**src/rtl/su_fwd_ctl.sv**
```systemverilog
// Scalar-unit operand-forwarding and load-use hazard controller.
// Tracks the destination writes of EX/DF/WB and steers the RD-stage operand muxes.
module su_fwd_ctl #(
  parameter int AW = 5
) (
  input  logic          clk,
  input  logic          reset_l,
  input  logic          pipe_hold,
  input  logic          rd_valid,
  input  logic [AW-1:0] rd_rs,
  input  logic [AW-1:0] rd_rt,
  input  logic          rd_use_rs,
  input  logic          rd_use_rt,
  input  logic          rd_use_imm,
  input  logic [AW-1:0] rd_dest,
  input  logic          rd_wr,
  input  logic          rd_load,
  output logic [4:0]    surdamux,
  output logic [5:0]    surdbmux,
  output logic          load_stall,
  output logic          wb_we,
  output logic [AW-1:0] wb_addr
);

  typedef struct packed {
    logic          v;
    logic          ld;
    logic [AW-1:0] dest;
  } stage_t;

  stage_t ex_q, df_q, wb_q;
  stage_t ex_d;

  // A stage hit on $0 is never a hazard: $0 reads as zero regardless of producers.
  function automatic logic hit(input stage_t s, input logic [AW-1:0] r);
    return s.v && (s.dest == r) && (r != '0);
  endfunction

  function automatic logic ldhaz(input logic [AW-1:0] r);
    return (hit(ex_q, r) && ex_q.ld) || (hit(df_q, r) && df_q.ld);
  endfunction

  always_comb begin
    load_stall = rd_valid &&
                 ((rd_use_rs && ldhaz(rd_rs)) ||
                  (rd_use_rt && !rd_use_imm && ldhaz(rd_rt)));
  end

  // Youngest producer wins, so EX is tested before DF before WB.
  always_comb begin
    // NOTE: default assigned first so every path drives the select and no latch is inferred.
    surdamux = 5'b00001;
    if (!reset_l)                surdamux = 5'b00001;
    else if (rd_rs == '0)        surdamux = 5'b10000;
    else if (hit(ex_q, rd_rs))   surdamux = 5'b00010;
    else if (hit(df_q, rd_rs))   surdamux = 5'b00100;
    else if (hit(wb_q, rd_rs))   surdamux = 5'b01000;
  end

  always_comb begin
    surdbmux = 6'b000001;
    if (!reset_l)                surdbmux = 6'b000001;
    else if (rd_use_imm)         surdbmux = 6'b010000;
    else if (rd_rt == '0)        surdbmux = 6'b100000;
    else if (hit(ex_q, rd_rt))   surdbmux = 6'b000010;
    else if (hit(df_q, rd_rt))   surdbmux = 6'b000100;
    else if (hit(wb_q, rd_rt))   surdbmux = 6'b001000;
  end

  // A stalled RD injects a bubble into EX; writes to $0 are never tracked.
  always_comb begin
    ex_d.v    = rd_valid && rd_wr && (rd_dest != '0) && !load_stall;
    ex_d.ld   = ex_d.v && rd_load;
    ex_d.dest = rd_dest;
  end

  always_ff @(posedge clk or negedge reset_l) begin
    if (!reset_l) begin
      ex_q <= '0;
      df_q <= '0;
      wb_q <= '0;
    end else if (!pipe_hold) begin
      // NOTE: non-blocking so each stage samples its neighbour's pre-edge value.
      wb_q <= df_q;
      df_q <= ex_q;
      ex_q <= ex_d;
    end
  end

  assign wb_we   = wb_q.v && !pipe_hold;
  assign wb_addr = wb_q.dest;

endmodule

```
**config.mk**
```make
export PLATFORM = sky130hd
export DESIGN_NAME = su_fwd_ctl
export DESIGN_NICKNAME = d
export VERILOG_FILES = /design/src/rtl/su_fwd_ctl.sv
export SDC_FILE = /design/constraint.sdc
export NUM_CORES = 1
export LEC_CHECK = 0
export ABC_AREA = 0
export CELL_PAD_IN_SITES_DETAIL_PLACEMENT = 1
export CELL_PAD_IN_SITES_GLOBAL_PLACEMENT = 1
export CORE_MARGIN = 2
export CORE_UTILIZATION = 38
export CTS_CLUSTER_DIAMETER = 40
export DETAILED_ROUTE_END_ITERATION = 10
export GPL_TIMING_DRIVEN = 0
export PLACE_DENSITY_LB_ADDON = 0.1
export REMOVE_ABC_BUFFERS = 1
export SKIP_CTS_REPAIR_TIMING = 1
export SYNTH_ARGS = -nofsm -noshare
export SYNTH_HDL_FRONTEND = slang
export SYNTH_SLANG_ARGS = --single-unit
export TNS_END_PERCENT = 5
```
**constraint.sdc**
```tcl
create_clock -name clk -period 2.95 [get_ports clk]
set_input_delay 0.295 -clock clk [delete_from_list [all_inputs] [get_ports clk]]
set_output_delay 0.295 -clock clk [all_outputs]
set_load 0.005 [all_outputs]
```
After elaboration in Yosys (flattened, before gate mapping)
Cells that the tools add are included.

word-level totals
  register bits = 20
  logic and storage cells = 61

operators by class
  muxes and demuxes = 11
  equality and inequality tests = 6
  reduce and logical (&&, ||, !) cells = 36

operators with widths
  kind                 count
  $eq A5 B5 Y1         6
  $logic_and A1 B1 Y1  25
  $mux W4              6
  $mux W6              3
  $reduce_bool A5 Y1   3
  $logic_not A5 Y1     2
  $mux W5              2
  $logic_not A1 Y1     3
  $logic_or A1 B1 Y1   3

Logic depth before layout (Yosys ltp)
  depth after elaboration = 11
  mapped depth = 6

Worst setup path after synthesis
No wires, ideal clock.

  path type = input-to-output
  from = input rd_rt[0]
  to = output surdbmux[3]
  required time = 2.655 ns
  stages = 4
  arrival = 1.600 ns
  setup slack = 1.055 ns
  cells stage by stage = or4_1 > or2_2 > and3_1 > nor4_1

between the ends
  cells in the longest elaborated chain, start to end = 9
  elaborated cells between the ends (all ways) = 17
  classes of those cells = 3 x eq/ne; 6 x mux; 8 x reduce/logical

ends and longest elaborated chain
  item                              line  source
  from (decl)                       11    input logic [AW-1:0] rd_rt,
  $eq A5 B5 Y1                      36    return s.v && (s.dest == r) && (r != '0);
  $logic_and A1 B1 Y1 (2 in a row)  36
  $mux W4                           67    else if (hit(wb_q, rd_rt)) surdbmux = 6'b001000;
  $mux W4                           66    else if (hit(df_q, rd_rt)) surdbmux = 6'b000100;
  $mux W4                           65    else if (hit(ex_q, rd_rt)) surdbmux = 6'b000010;
  $mux W6 *                         64    else if (rd_rt == '0) surdbmux = 6'b100000;
  $mux W6 *                         63    else if (rd_use_imm) surdbmux = 6'b010000;
  $mux W6 *                         62    if (!reset_l) surdbmux = 6'b000001;
  to (decl)                         19    output logic [5:0] surdbmux,

Every way passes the cells marked *; elsewhere a longest branch is shown, timed or not.

Worst setup path in the final report
Ends and elaborated chain as after synthesis.

==> flow_metrics.env <==
export IMPL_power_share_sequential_pct=47.8
export IMPL_synth_largest_area_cell="sky130_fd_sc_hd__dfrtp_1"
export IMPL_worstReg2RegStart="ex_q[3]"
export IMPL_synthesis_instances=133
export IMPL_antenna_cells_inserted=0
export IMPL_cpMaxStageDelayCell="sky130_fd_sc_hd__or4_1"
export IMPL_ys_ff_latch=20
export IMPL_ir_drop_mv=0.345
export IMPL_die_area_mm2=0.00412
export IMPL_highest_clock_rate_ghz=0.372
export IMPL_first_global_vias=1195
export IMPL_timing_critical_path_to_type="output pin"
export IMPL_fraction_of_layout_instances_using_a_drive_strength_above_1_pct=16.5
export IMPL_timing_critical_path_from_type="input pin"
export IMPL_clkLatencyLatePin_ns=0.31
export IMPL_cellLeakagePower_nw=0.770
export IMPL_core_area_mm2=0.00342
export IMPL_worst_r2r_setup_slack_ns=1.39
export IMPL_critical_path_max_stage_delay_ns=0.57
export IMPL_cell_internal_pwr_mw=0.528
export IMPL_final_setup_skew_ns=0.00586
export IMPL_cp_data_arrival_time_ns=2.39
export IMPL_asyncSetResetFlopFracSynth_pct=100
export IMPL_grt_max_degree=29
export IMPL_drv_max_cap_violation_count=0
export IMPL_outcome="finished clean"
export IMPL_critPathMaxFanout=5
export IMPL_ant_nets=0
export IMPL_final_period_utilization_pct=91.1
export IMPL_synth_enable_flop_cells=0
export IMPL_mostFrequentLayoutCell="sky130_fd_sc_hd__clkdlybuf4s50_1"
export IMPL_ctsHtreeMaxLevel=1
export IMPL_dr_vias=1145
export IMPL_path_class="in2out"
export IMPL_detail_route_iter0_violations=41
export IMPL_synth_area_mm2=0.00138
export IMPL_gr_usage_all_layers_pct=18.9
export IMPL_p_comb_share_pct=30.5
export IMPL_rsz0062_at_grt="no"
export IMPL_crit_path_cell_trace="dlymetal6s2s_1, or4_1, or2_2, nand2_1, nor3_1, nor4_1, clkdlybuf4s50_1"
export IMPL_maxSlewViolCount=0
export IMPL_p_sw_mw=0.239
export IMPL_post_dp_cell_area_mm2=0.00179
export IMPL_buffers_added_on_ports=41
export IMPL_finalWirelength_mm=3.65
export IMPL_yosysTopAreaCellShare_pct=36.4
export IMPL_power_density_mw_per_mm2=414
export IMPL_antenna_violations_before_repair=0
export IMPL_share_clk_of_total_power_pct=21.7
export IMPL_finalCriticalPeriod_ns=2.69
export IMPL_cts_buffers_inserted=3
export IMPL_die_w_um=64.2
export IMPL_via_per_inst=5.30
export IMPL_finalNetCount=195
export IMPL_slew_headroom_pct=26.0
export IMPL_synth_top_cells_by_area="sky130_fd_sc_hd__dfrtp_1, sky130_fd_sc_hd__mux2_2, sky130_fd_sc_hd__xnor2_1"
export IMPL_dp_slack_ns=-0.0591
export IMPL_synth_yosys_warnings=0
export IMPL_avgSynthCellArea_um2=10.3
export IMPL_portion_of_the_post_synthesis_area_used_by_sequential_elements_pct=36.4
export IMPL_tritoncts_clock_tree="yes"
export IMPL_start_util_pct=40.3
export IMPL_crit_path_end="surdbmux[3]"
export IMPL_drt_pass1_iterations=4
export IMPL_r2r_worst_path_cells=5
export IMPL_r2r_end="ex_q[6]"
export IMPL_final_cell_area_mm2=0.00185
export IMPL_globalRouteOverflowTotal=0
export IMPL_post_route_worst_setup_slack_ns=0.263
export IMPL_ctsLongestPathBuffers=2
export IMPL_hold_path_class="in2async"
export IMPL_ys_flop_type="sky130_fd_sc_hd__dfrtp_1"
export IMPL_clkSlewWorstSetupHoldPaths_ns=0.12
export IMPL_clock_root_buffer="sky130_fd_sc_hd__clkbuf_4"
export IMPL_most_used_cells_in_the_layout_excluding_fill_and_tap_cells="sky130_fd_sc_hd__clkdlybuf4s50_1, sky130_fd_sc_hd__xnor2_1, sky130_fd_sc_hd__dfrtp_1, sky130_fd_sc_hd__mux2_2, sky130_fd_sc_hd__dlymetal6s2s_1"
export IMPL_netlist_cell_type_count=33
export IMPL_max_slew_worst_pin_slew_ns=1.11
export IMPL_cts_num_sinks=20
export IMPL_io_pin_count=42
export IMPL_die_height_um=64.2
export IMPL_area_growth_from_synthesis_to_layout_pct=34.7
export IMPL_final_hold_violation_count=0
export IMPL_setup_viol=0
export IMPL_floorplan_rows=21
export IMPL_dpl_hpwl_mm=2.82
export IMPL_place_gp_congestion=0.852
export IMPL_cp_startpoint="rd_rt[0]"
export IMPL_per_cell_routed_wire_length_um=16.9
export IMPL_drc_errors=0
export IMPL_timing_critical_path_required_ns=2.65
export IMPL_power_switching_fraction_pct=31.2
export IMPL_global_route_wire_length_before_repair_mm=5.94
## registers in the layout (all words and copies together) (netlist names)
name     count
df_q         7
ex_q         7
wb_addr      5
wb_q         1
## how the worst min path moves through the flow
| stage | from | to | slack (ns) | cells after the start |
|---|---|---|---|---|
| after detailed placement | df_q[5] | df_q[5] | 0.52 | 1 |
| after global routing | reset_l | wb_addr[1] | 0.25 | 1 |
| after CTS | rd_load | ex_q[5] | 0.51 | 3 |
| after floorplan | reset_l | df_q[0] | -0.0006 | 0 |
| final | reset_l | wb_addr[1] | 0.18 | 1 |
| after global placement | df_q[5] | df_q[5] | 0.52 | 1 |
## routing by layer
metal,GRT usage [%],up-vias,routed length [µm]
li1,-,548,-
met1,22.5,561,1570
met2,34.1,30,1850
met3,3.87,6,176
met4,5.59,0,54
met5,0,-,0
## stage by stage
stage	utilization (%)	power, mW	hold WS [ns]	TNS [ns]	cells
floorplan	-	0.483	-0.000591	0	125
finish	54.2	0.767	0.177	0	216
global route	54.2	0.817	0.249	0	216
global placement	52.5	0.600	0.516	-0.187	212
CTS	53.6	0.782	0.509	-0.235	216
detailed placement	52.5	0.609	0.517	-0.187	212
## synthesized netlist by cell type (2+ instances only)
| master | n |
|---|---|
| sky130_fd_sc_hd__buf_4 | 5 |
| sky130_fd_sc_hd__nand2_1 | 8 |
| sky130_fd_sc_hd__dfrtp_1 | 20 |
| sky130_fd_sc_hd__xnor2_1 | 22 |
| sky130_fd_sc_hd__or4_1 | 2 |
| sky130_fd_sc_hd__buf_1 | 2 |
| sky130_fd_sc_hd__nor3_1 | 3 |
| sky130_fd_sc_hd__o211ai_2 | 2 |
| sky130_fd_sc_hd__mux2_2 | 18 |
| sky130_fd_sc_hd__xor2_1 | 8 |
| sky130_fd_sc_hd__nand4_1 | 6 |
| sky130_fd_sc_hd__nor2b_1 | 2 |
| sky130_fd_sc_hd__nor4_1 | 5 |
| sky130_fd_sc_hd__nor2_1 | 6 |
| sky130_fd_sc_hd__nand3_1 | 2 |
| sky130_fd_sc_hd__and3_1 | 3 |
| sky130_fd_sc_hd__and2_1 | 3 |
## power groups by stage
stage                     registers [mW]  logic, mW  clock network, mW
after global routing               0.375      0.256              0.187
after floorplan                    0.356      0.127                  0
after global placement             0.370      0.230                  0
after detailed placement           0.372      0.236                  0
after CTS                          0.367      0.239              0.176
final                              0.367      0.234              0.167
## cell type report
class	instances	area [µm²]
multi-input cells	105	825
clock buffers	4	36.3
fillers	396	1560
flip-flops and latches	20	500
well taps	46	57.6
repair buffers	41	433
## kinds of logic (layout without fill, tap and decap cells)
family,count (synthesis),in the layout,synth area share (%)
AO/OA/AOI/OAI,9,9,6.01
XOR/XNOR,30,30,19.1
buffers and inverters,8,45,3.64
flip-flops,20,20,36.4
multiplexers,18,18,14.7
AND/OR/NAND/NOR,48,48,20.1
## critical path: cells and delay by family
family / cells / cell delay (ns)
buf+inv: 2 / 0.74
simple gates: 5 / 1.35
No activity file was read; power rests on OpenSTA's default activity.
